**config.mk**
```make
export PLATFORM = sky130hd
export DESIGN_NAME = inst_loader_flat
export DESIGN_NICKNAME = d
export VERILOG_FILES = /design/src/rtl/inst_loader_if.sv /design/src/rtl/inst_loader.sv /design/src/flat_wrapper.sv
export SDC_FILE = /design/constraint.sdc
export NUM_CORES = 1
export LEC_CHECK = 0
export ABC_AREA = 0
export BUFFER_PORTS_ARGS = -buffer_cell sky130_fd_sc_hd__buf_2
export CAP_MARGIN = 15
export CORE_UTILIZATION = 55
export CTS_CLUSTER_DIAMETER = 100
export DETAILED_ROUTE_END_ITERATION = 6
export HOLD_SLACK_MARGIN = 0.02
export PLACE_DENSITY = 0.78
export SYNTH_ARGS = -nofsm -noshare
export SYNTH_HDL_FRONTEND = slang
export SYNTH_SLANG_ARGS = --single-unit
```
**constraint.sdc**
```tcl
create_clock -name clk -period 6.1 [get_ports clk]
set_input_delay 0.915 -clock clk [delete_from_list [all_inputs] [get_ports clk]]
set_output_delay 0.915 -clock clk [all_outputs]
set_load 0.01 [all_outputs]
```
**src/rtl/inst_loader_if.sv**
```systemverilog
// Boot-loader bus: UART byte strobe in, instruction-memory write port
// and CPU hold/status out.
interface inst_loader_if;
  logic [7:0]  rx_data;
  logic        rx_valid;
  logic        mem_we;
  logic [31:0] mem_addr;
  logic [31:0] mem_wdata;
  logic        cpu_hold;
  logic        done;
  logic        error;
  logic [7:0]  words_loaded;

  modport master (
    output rx_data,
    output rx_valid,
    input  mem_we,
    input  mem_addr,
    input  mem_wdata,
    input  cpu_hold,
    input  done,
    input  error,
    input  words_loaded
  );

  modport slave (
    input  rx_data,
    input  rx_valid,
    output mem_we,
    output mem_addr,
    output mem_wdata,
    output cpu_hold,
    output done,
    output error,
    output words_loaded
  );
endinterface

```
**src/rtl/inst_loader.sv**
```systemverilog
// UART frame loader: A5, N, 4*N big-endian bytes -> instruction memory.
// Define LOADER_CHECKSUM_EN to add a trailing XOR checksum byte.
module inst_loader (
  input  logic         clk,
  input  logic         reset,
  inst_loader_if.slave bus
);

  typedef enum logic [2:0] {
    IDLE,
    COUNT,
    DATA,
`ifdef LOADER_CHECKSUM_EN
    CHECK,
    ERROR,
`endif
    DONE
  } state_t;

  localparam logic [7:0] SYNC = 8'hA5;

`ifdef LOADER_CHECKSUM_EN
  localparam state_t FIN = CHECK;
`else
  localparam state_t FIN = DONE;
`endif

  state_t      state_q, state_d;
  logic [7:0]  n_q, n_d;
  logic [7:0]  wl_q, wl_d;
  logic [1:0]  idx_q, idx_d;
  logic [23:0] asm_q, asm_d;
  logic [31:0] addr_q, addr_d;
  logic [31:0] wdata_q, wdata_d;
  logic        we_q, we_d;
  logic        hold_q, hold_d;
  logic        done_q, done_d;
`ifdef LOADER_CHECKSUM_EN
  logic [7:0]  sum_q, sum_d;
  logic        err_q, err_d;
`endif

  logic [31:0] word;
  logic        last;
  logic        sync;

  // Earlier three bytes plus the incoming one form the full word
  assign word = {asm_q, bus.rx_data};
  assign last = (wl_q + 8'd1) == n_q;
  assign sync = bus.rx_data == SYNC;

  always_comb begin
    state_d = state_q;
    n_d     = n_q;
    wl_d    = wl_q;
    idx_d   = idx_q;
    asm_d   = asm_q;
    addr_d  = addr_q;
    wdata_d = wdata_q;
    we_d    = 1'b0;
    hold_d  = hold_q;
    done_d  = done_q;
`ifdef LOADER_CHECKSUM_EN
    sum_d   = sum_q;
    err_d   = err_q;
`endif
    if (bus.rx_valid) begin
      unique case (state_q)
        IDLE: begin
          if (sync) state_d = COUNT;
        end
        COUNT: begin
          n_d   = bus.rx_data;
          wl_d  = 8'd0;
          idx_d = 2'd0;
`ifdef LOADER_CHECKSUM_EN
          sum_d = 8'd0;
`endif
          if (bus.rx_data == 8'd0) state_d = FIN;
          else state_d = DATA;
        end
        DATA: begin
          asm_d = word[23:0];
          idx_d = idx_q + 2'd1;
`ifdef LOADER_CHECKSUM_EN
          sum_d = sum_q ^ bus.rx_data;
`endif
          if (idx_q == 2'd3) begin
            we_d    = 1'b1;
            addr_d  = {22'b0, wl_q, 2'b00};
            wdata_d = word;
            wl_d    = wl_q + 8'd1;
            if (last) state_d = FIN;
          end
        end
`ifdef LOADER_CHECKSUM_EN
        CHECK: begin
          if (bus.rx_data == sum_q) begin
            state_d = DONE;
          end else begin
            state_d = ERROR;
            err_d   = 1'b1;
          end
        end
        ERROR: begin
          if (sync) begin
            state_d = COUNT;
            err_d   = 1'b0;
          end
        end
`endif
        DONE: begin
          if (sync) begin
            state_d = COUNT;
            hold_d  = 1'b1;
            done_d  = 1'b0;
          end
        end
        default: state_d = IDLE;
      endcase
    end
    // Release the CPU on the edge that enters DONE
    if (state_d == DONE && state_q != DONE) begin
      done_d = 1'b1;
      hold_d = 1'b0;
    end
  end

  always_ff @(posedge clk) begin
    if (reset) begin
      state_q <= IDLE;
      n_q     <= 8'd0;
      wl_q    <= 8'd0;
      idx_q   <= 2'd0;
      asm_q   <= 24'd0;
      addr_q  <= 32'd0;
      wdata_q <= 32'd0;
      we_q    <= 1'b0;
      hold_q  <= 1'b1;
      done_q  <= 1'b0;
`ifdef LOADER_CHECKSUM_EN
      sum_q   <= 8'd0;
      err_q   <= 1'b0;
`endif
    end else begin
      state_q <= state_d;
      n_q     <= n_d;
      wl_q    <= wl_d;
      idx_q   <= idx_d;
      asm_q   <= asm_d;
      addr_q  <= addr_d;
      wdata_q <= wdata_d;
      we_q    <= we_d;
      hold_q  <= hold_d;
      done_q  <= done_d;
`ifdef LOADER_CHECKSUM_EN
      sum_q   <= sum_d;
      err_q   <= err_d;
`endif
    end
  end

  assign bus.mem_we       = we_q;
  assign bus.mem_addr     = addr_q;
  assign bus.mem_wdata    = wdata_q;
  assign bus.cpu_hold     = hold_q;
  assign bus.done         = done_q;
  assign bus.words_loaded = wl_q;
`ifdef LOADER_CHECKSUM_EN
  assign bus.error        = err_q;
`else
  assign bus.error        = 1'b0;
`endif

endmodule

```
**src/flat_wrapper.sv**
```systemverilog
// flat-port wrapper written by rule: the top's interface ports become plain ports
module inst_loader_flat 
  (clk, reset, bus_rx_data, bus_rx_valid, bus_mem_we, bus_mem_addr, bus_mem_wdata, bus_cpu_hold, bus_done, bus_error, bus_words_loaded);
  inst_loader_if bus_i ();
  input  logic clk;
  input  logic reset;
  input wire logic [$bits(bus_i.rx_data)-1:0] bus_rx_data;
  input wire logic [$bits(bus_i.rx_valid)-1:0] bus_rx_valid;
  output wire logic [$bits(bus_i.mem_we)-1:0] bus_mem_we;
  output wire logic [$bits(bus_i.mem_addr)-1:0] bus_mem_addr;
  output wire logic [$bits(bus_i.mem_wdata)-1:0] bus_mem_wdata;
  output wire logic [$bits(bus_i.cpu_hold)-1:0] bus_cpu_hold;
  output wire logic [$bits(bus_i.done)-1:0] bus_done;
  output wire logic [$bits(bus_i.error)-1:0] bus_error;
  output wire logic [$bits(bus_i.words_loaded)-1:0] bus_words_loaded;
  assign bus_i.rx_data = bus_rx_data;
  assign bus_i.rx_valid = bus_rx_valid;
  assign bus_mem_we = bus_i.mem_we;
  assign bus_mem_addr = bus_i.mem_addr;
  assign bus_mem_wdata = bus_i.mem_wdata;
  assign bus_cpu_hold = bus_i.cpu_hold;
  assign bus_done = bus_i.done;
  assign bus_error = bus_i.error;
  assign bus_words_loaded = bus_i.words_loaded;
  inst_loader u_core (.clk(clk), .reset(reset), .bus(bus_i));
endmodule
```
==> results of run 1 <==
[per-layer routing]
layer  part of all wire [%]  routed length [um]  track usage, %
met4                    1.2                  97            7.84
met5                      0                   0               0
met2                     47                3690            36.4
met3                    7.0                 550            6.13
met1                     45                3520            31.0
[critical path, cell delays in order (launching register included)]
cell and delay (ns):
dfxtp_1 0.63, nor4bb_4 0.36, buf_4 0.31, and2_1 0.72
buf_4 0.39, a21o_1 0.15, a21oi_1 0.07, nor2_1 0.11
[stage by stage]
stage	hold WS, ns	util [%]
after floorplan	0.432	-
after global placement	0.439	61.1
after detailed placement	0.443	61.1
after CTS	0.454	64.1
after global routing	0.471	64.1
final	0.451	64.1
[layout make-up]
class | instances | area (um^2)
well taps | 77 | 96.3
inverters | 1 | 3.75
clock inverters | 3 | 42.5
clock buffers | 11 | 151
flip-flops and latches | 88 | 1760
multi-input cells | 353 | 1720
repair buffers | 66 | 343
fillers | 580 | 2310
[worst min-delay path by stage]
stage,cells past startpoint,startpoint,endpoint
after floorplan,2,u_core.asm_q[16],u_core.bus.mem_wdata[24]
after global placement,2,u_core.asm_q[20],u_core.bus.mem_wdata[28]
after detailed placement,2,u_core.bus.mem_addr[9],u_core.bus.mem_addr[9]
after CTS,2,u_core.bus.mem_addr[9],u_core.bus.mem_addr[9]
after global routing,2,u_core.asm_q[21],u_core.bus.mem_wdata[29]
final,2,u_core.bus.mem_wdata[29],u_core.bus.mem_wdata[29]
[power groups by stage]
stage,Clock (uW),Combinational [uW],Sequential (uW)
final,394,27.6,574
after global routing,426,30.2,574
after CTS,403,26.9,574
after detailed placement,0,26.8,588
after global placement,0,26.9,588
after floorplan,0,30.0,588
[kinds of logic after synthesis]
logic type,count (synthesis)
AOI/OAI and AO/OA,107
xor gates and xnor gates,12
adders and majority gates,2
buffers and inverters,57
DFF,88
muxes,1
other,1
and+or+nand+nor,206
[layout by cell type (no fill, tap or decap), drive strengths merged, types with 5 or more instances in the layout]
master / netlist / layout
nand2: 150 / 150
dfxtp: 88 / 88
xor2: 6 / 6
nor2: 17 / 17
a21oi: 86 / 86
conb: 1 / 25
clkbuf: 23 / 11
xnor2: 6 / 6
buf: 33 / 66
nand3: 5 / 5
o21ai: 8 / 8
[sequential cells by signal (all words and copies together) (netlist names)]
register,count
u_core.state_q,3
u_core.bus.mem_addr,8
u_core.bus.mem_we,1
u_core.bus.words_loaded,8
u_core.bus.mem_wdata,32
u_core.bus.cpu_hold,1
u_core.bus.done,1
u_core.asm_q,24
u_core.n_q,8
u_core.idx_q,2
==> flow_summary.json, run 1 <==
{
  "viasPerCell": 5.41,
  "hold_violations": 0,
  "crit_path_start": "u_core.state_q[1]",
  "design.die.area_um2": 7050,
  "synth_compound_area_share_pct": 15.7,
  "ios": 87,
  "synth_cells": 474,
  "clock_sinks": 88,
  "clk_pin_slew_ns": 0.08,
  "clkPwrFrac_pct": 39.6,
  "rsz0062_at_grt": "false",
  "synth_top_cell_by_area": "dfxtp_1",
  "cts_setup_buffers": 0,
  "synth.distinct_cells": 42,
  "fin_ws_ns": 3.27,
  "clock_path_buffers": 2,
  "start_util_pct": 57.6,
  "power_uw": 996,
  "routed_wl_um": 7860,
  "synthTopCellsByArea": "dfxtp_1 48%, nand2_1 15%, a21oi_1 12%",
  "ys_seq_area_share_pct": 47.6,
  "grt_overflow": 0,
  "leakage_uw": 0.00161,
  "dp_slack_ns": 3.00,
  "fp.dieW_um": 84.0,
  "synth_edf_count": 0,
  "post-route-period-util_pct": 46.3,
  "power_frac_seq_pct": 57.6,
  "dpl_cell_area_um2": 3920,
  "cts_tree": "done",
  "worstReg2RegStart": "u_core.state_q[1]",
  "ir_worst_vdd_mv": 0.233,
  "grt_pass1_vias": 2785,
  "nets": 532,
  "worst-r2r-cell-count": 7,
  "setup_violations": 0,
  "antenna_cells": 0,
  "grt_max_degree": 93,
  "syn_area_per_cell_um2": 7.80,
  "final-max-slew-violation-count": 0,
  "synth_top_family_by_area": "simple AND/OR/NAND/NOR gates",
  "min_path_type": "register to register",
  "synthFlopType": "dfxtp_1",
  "crit_type": "register to register",
  "drt_iter0_markers": 206,
  "arrival_ns": 3.10,
  "clock.fmax_mhz": 354,
  "synth.top_cells.by_count": "150 x nand2_1, 88 x dfxtp_1, 86 x a21oi_1",
  "cp.required_ns": 6.38,
  "dp.cells": 585,
  "die_y_um": 84.0,
  "synthSimpleGateAreaFrac_pct": 24.0,
  "violations": "DRC",
  "holdBufCountCts": 0,
  "p_comb_share_pct": 2.8,
  "synth_top_area_share_pct": 47.6,
  "end_kind": "register",
  "firstDrtPassIters": 7,
  "track_usage_pct": 23.2,
  "grt_pass1_wl_um": 13200,
  "port_buffers": 61,
  "area_growth_pct": 11.3,
  "worstReg2RegEnd": "u_core.bus.words_loaded[5]",
  "wire_per_inst_um": 13.1,
  "internal_power_uw": 785,
  "synth_area_um2": 3700,
  "worstPathMaxFanout": 27,
  "setup.worst_path.end": "u_core.bus.words_loaded[5]",
  "htree_levels": 3,
  "yosys.area_share.xor_xnor_pct": 2.84,
  "cts_root_buf": "clkbuf_8",
  "switchingPower_uw": 211,
  "antenna_left": 0,
  "ctsResizeCount": 0,
  "fin_skew_ns": 0.00456,
  "synthAdderAreaFrac_pct": 0.677,
  "cts_buffers": 9,
  "finalSetupTns_ns": 0,
  "worstMarginPinSlew_ns": 0.906,
  "yosys_warnings": 0,
  "stdcell_count": 599,
  "design_area_um2": 4120,
  "slew_headroom_pct": 39.6,
  "drcViolationCount": 14,
  "coreArea_um2": 6420,
  "p_per_area_nw_per_um2": 242,
  "worstSkewPairLatency_ns": 0.35,
  "rows": 29,
  "status": "finished, violations left",
  "synthMuxAreaShare_pct": 0.271,
  "start_kind": "register",
  "netSwitchingFraction_pct": 21.2,
  "num_vias": 3240,
  "gp_congestion": 0.806,
  "fin_crit_ns": 2.83,
  "postSynth.asyncResetShare_pct": 0,
  "place_hpwl_um": 5060,
  "synthMostInstantiatedCell": "nand2_1",
  "antenna_found_initial": 0,
  "synth-seq-cells": 88,
  "drive_gt1_share_pct": 16.9,
  "worst-r2r-setup-slack_ns": 3.27,
  "drv_cap": 0
}
(Power assumes the default switching activity.)
==> inputs of run 2 (changes only) <==
- CORE_UTILIZATION: 55 -> 53
- PLACE_DENSITY: 0.78 -> 0.76
- clock period: 6.1 -> 2.7 ns (I/O delays scaled with it)
==> run 2 against run 1 <==
The run still ends with DRC left. Sequential power rose by 130%. Critical path depth fell by 1. Count of clock-buffer cells in the layout fell by 1. Flip-flop and latch count did not move. Cell count rose by 1.0%. Clock skew rose by 0.0015 ns. Global-route usage fell by 0.65 points. Critical path type unchanged.
==> flow_summary.json, run 2 (synthesized netlist as in run 1, its figures left out) <==
{
  "hold_violations": 0,
  "port_buffers": 61,
  "cp.required_ns": 3.00,
  "worstSkewPairLatency_ns": 0.36,
  "antenna_cells": 0,
  "cts_buffers": 9,
  "gp_congestion": 0.821,
  "crit_chain": "ha_1 -> or3b_1 -> and3_1 -> o32a_1 -> or3_1 -> o21ai_2",
  "clk_pin_slew_ns": 0.08,
  "final_common_cell": "nand2_1",
  "clock_path_buffers": 2,
  "cts_root_buf": "clkbuf_8",
  "grt_pass1_vias": 2783,
  "worst-r2r-setup-slack_ns": 0.53,
  "coreArea_um2": 6760,
  "ctsResizeCount": 0,
  "crit_type": "register to register",
  "clkPwrFrac_pct": 36.7,
  "rows": 30,
  "nets": 534,
  "num_vias": 3214,
  "track_usage_pct": 22.6,
  "cts_tree": "done",
  "setup_violations": 0,
  "holdWs_ns": 0.317,
  "design_area_um2": 4100,
  "grt_overflow": 0,
  "holdBufCountCts": 0,
  "place_hpwl_um": 5240,
  "die_y_um": 85.5,
  "min_path_type": "input pin to register",
  "fin_skew_ns": 0.00609,
  "end_kind": "register",
  "drcViolationCount": 2,
  "largest_register_ffs": 32,
  "crit_family": "simple AND/OR/NAND/NOR gates",
  "switchingPower_uw": 511,
  "cpMaxStageDelayCell": "dfxtp_1",
  "final-max-slew-violation-count": 0,
  "netSwitchingFraction_pct": 23.8,
  "grt_max_degree": 52,
  "start_kind": "register",
  "finalSetupTns_ns": 0,
  "slew_headroom_pct": 48.5,
  "fin_crit_ns": 2.17,
  "area_growth_pct": 11.0,
  "worstPathMaxFanout": 7,
  "status": "finished, violations left",
  "drv_cap": 0,
  "rsz0062_at_grt": "false",
  "start_util_pct": 54.7,
  "wire_per_inst_um": 13.0,
  "violations": "DRC",
  "htree_levels": 3,
  "firstDrtPassIters": 7,
  "cpPeakStageDelay_ns": 0.45,
  "mostFrequentLayoutCells": "150 x nand2_1, 88 x dfxtp_1, 86 x a21oi_1",
  "power_frac_seq_pct": 60.4,
  "leakage_uw": 0.00161,
  "clock_sinks": 88,
  "drive_gt1_share_pct": 17.1,
  "fp.dieW_um": 85.5,
  "routed_wl_um": 7870,
  "viasPerCell": 5.31,
  "p_comb_share_pct": 2.9,
  "ios": 87,
  "arrival_ns": 2.47,
  "p_per_area_nw_per_um2": 523,
  "internal_power_uw": 1640,
  "dpl_cell_area_um2": 3940,
  "antenna_found_initial": 0,
  "antenna_left": 0,
  "post-route-period-util_pct": 80.5,
  "clock.fmax_mhz": 460,
  "worstMarginPinSlew_ns": 0.772,
  "cts_setup_buffers": 0,
  "cp_num_buf_inv": 0,
  "grt_pass1_wl_um": 12900,
  "drt_iter0_markers": 201,
  "design.die.area_um2": 7310,
  "ir_worst_vdd_mv": 0.317
}
run 2: area by class of cell:
cell class	instances	area (um^2)
multi-input combinational	353	1720
clock inverter	5	35.0
fill	638	2650
tap	80	100
inverter	1	3.75
timing repair buffer	68	358
sequential	88	1760
clock buffer	10	128
run 2: final timing paths:
| check | from | end | cells after the start |
|---|---|---|---|
| min | bus_rx_data[3] | u_core.bus.mem_wdata[3] | 3 |
| max | u_core.bus.words_loaded[0] | u_core.bus.done | 6 |
| min reg2reg | u_core.bus.mem_addr[7] | u_core.bus.mem_addr[7] | 2 |
| max reg2reg | u_core.bus.words_loaded[0] | u_core.bus.done | 6 |
run 2: worst min-delay path, stage by stage:
cell and delay [ns]:
buf_2 0.13, nand2_1 0.05, a21oi_1 0.05
run 2: routing by layer:
layer  part of all wire, %  global-route usage (%)  up-vias
met4                   1.2                    7.27        0
met5                     0                       0        -
met3                   5.5                    6.35        9
met2                    46                    34.8       93
li1                      -                       -     1606
met1                    48                    30.8     1506
run 2: per-stage QoR:
stage / instances / util [%] / total power [uW] / worst slack [ns]
6_report: 605 / 60.7 / 2150 / 0.525
5_1_grt: 605 / 60.7 / 2220 / 0.400
4_1_cts: 605 / 60.7 / 2160 / 0.518
3_5_place_dp: 590 / 58.3 / 1390 / 0.523
3_3_place_gp: 590 / 58.3 / 1390 / 0.630
2_1_floorplan: 498 / - / 1400 / 0.642
run 2: power by group through the flow:
stage	sequential [uW]	clock (uW)	combinational [uW]
global placement	1330	0	60.1
CTS	1300	801	61.2
finish	1300	789	62.0
global route	1300	852	68.6
detailed placement	1330	0	60.9
floorplan	1330	0	67.7
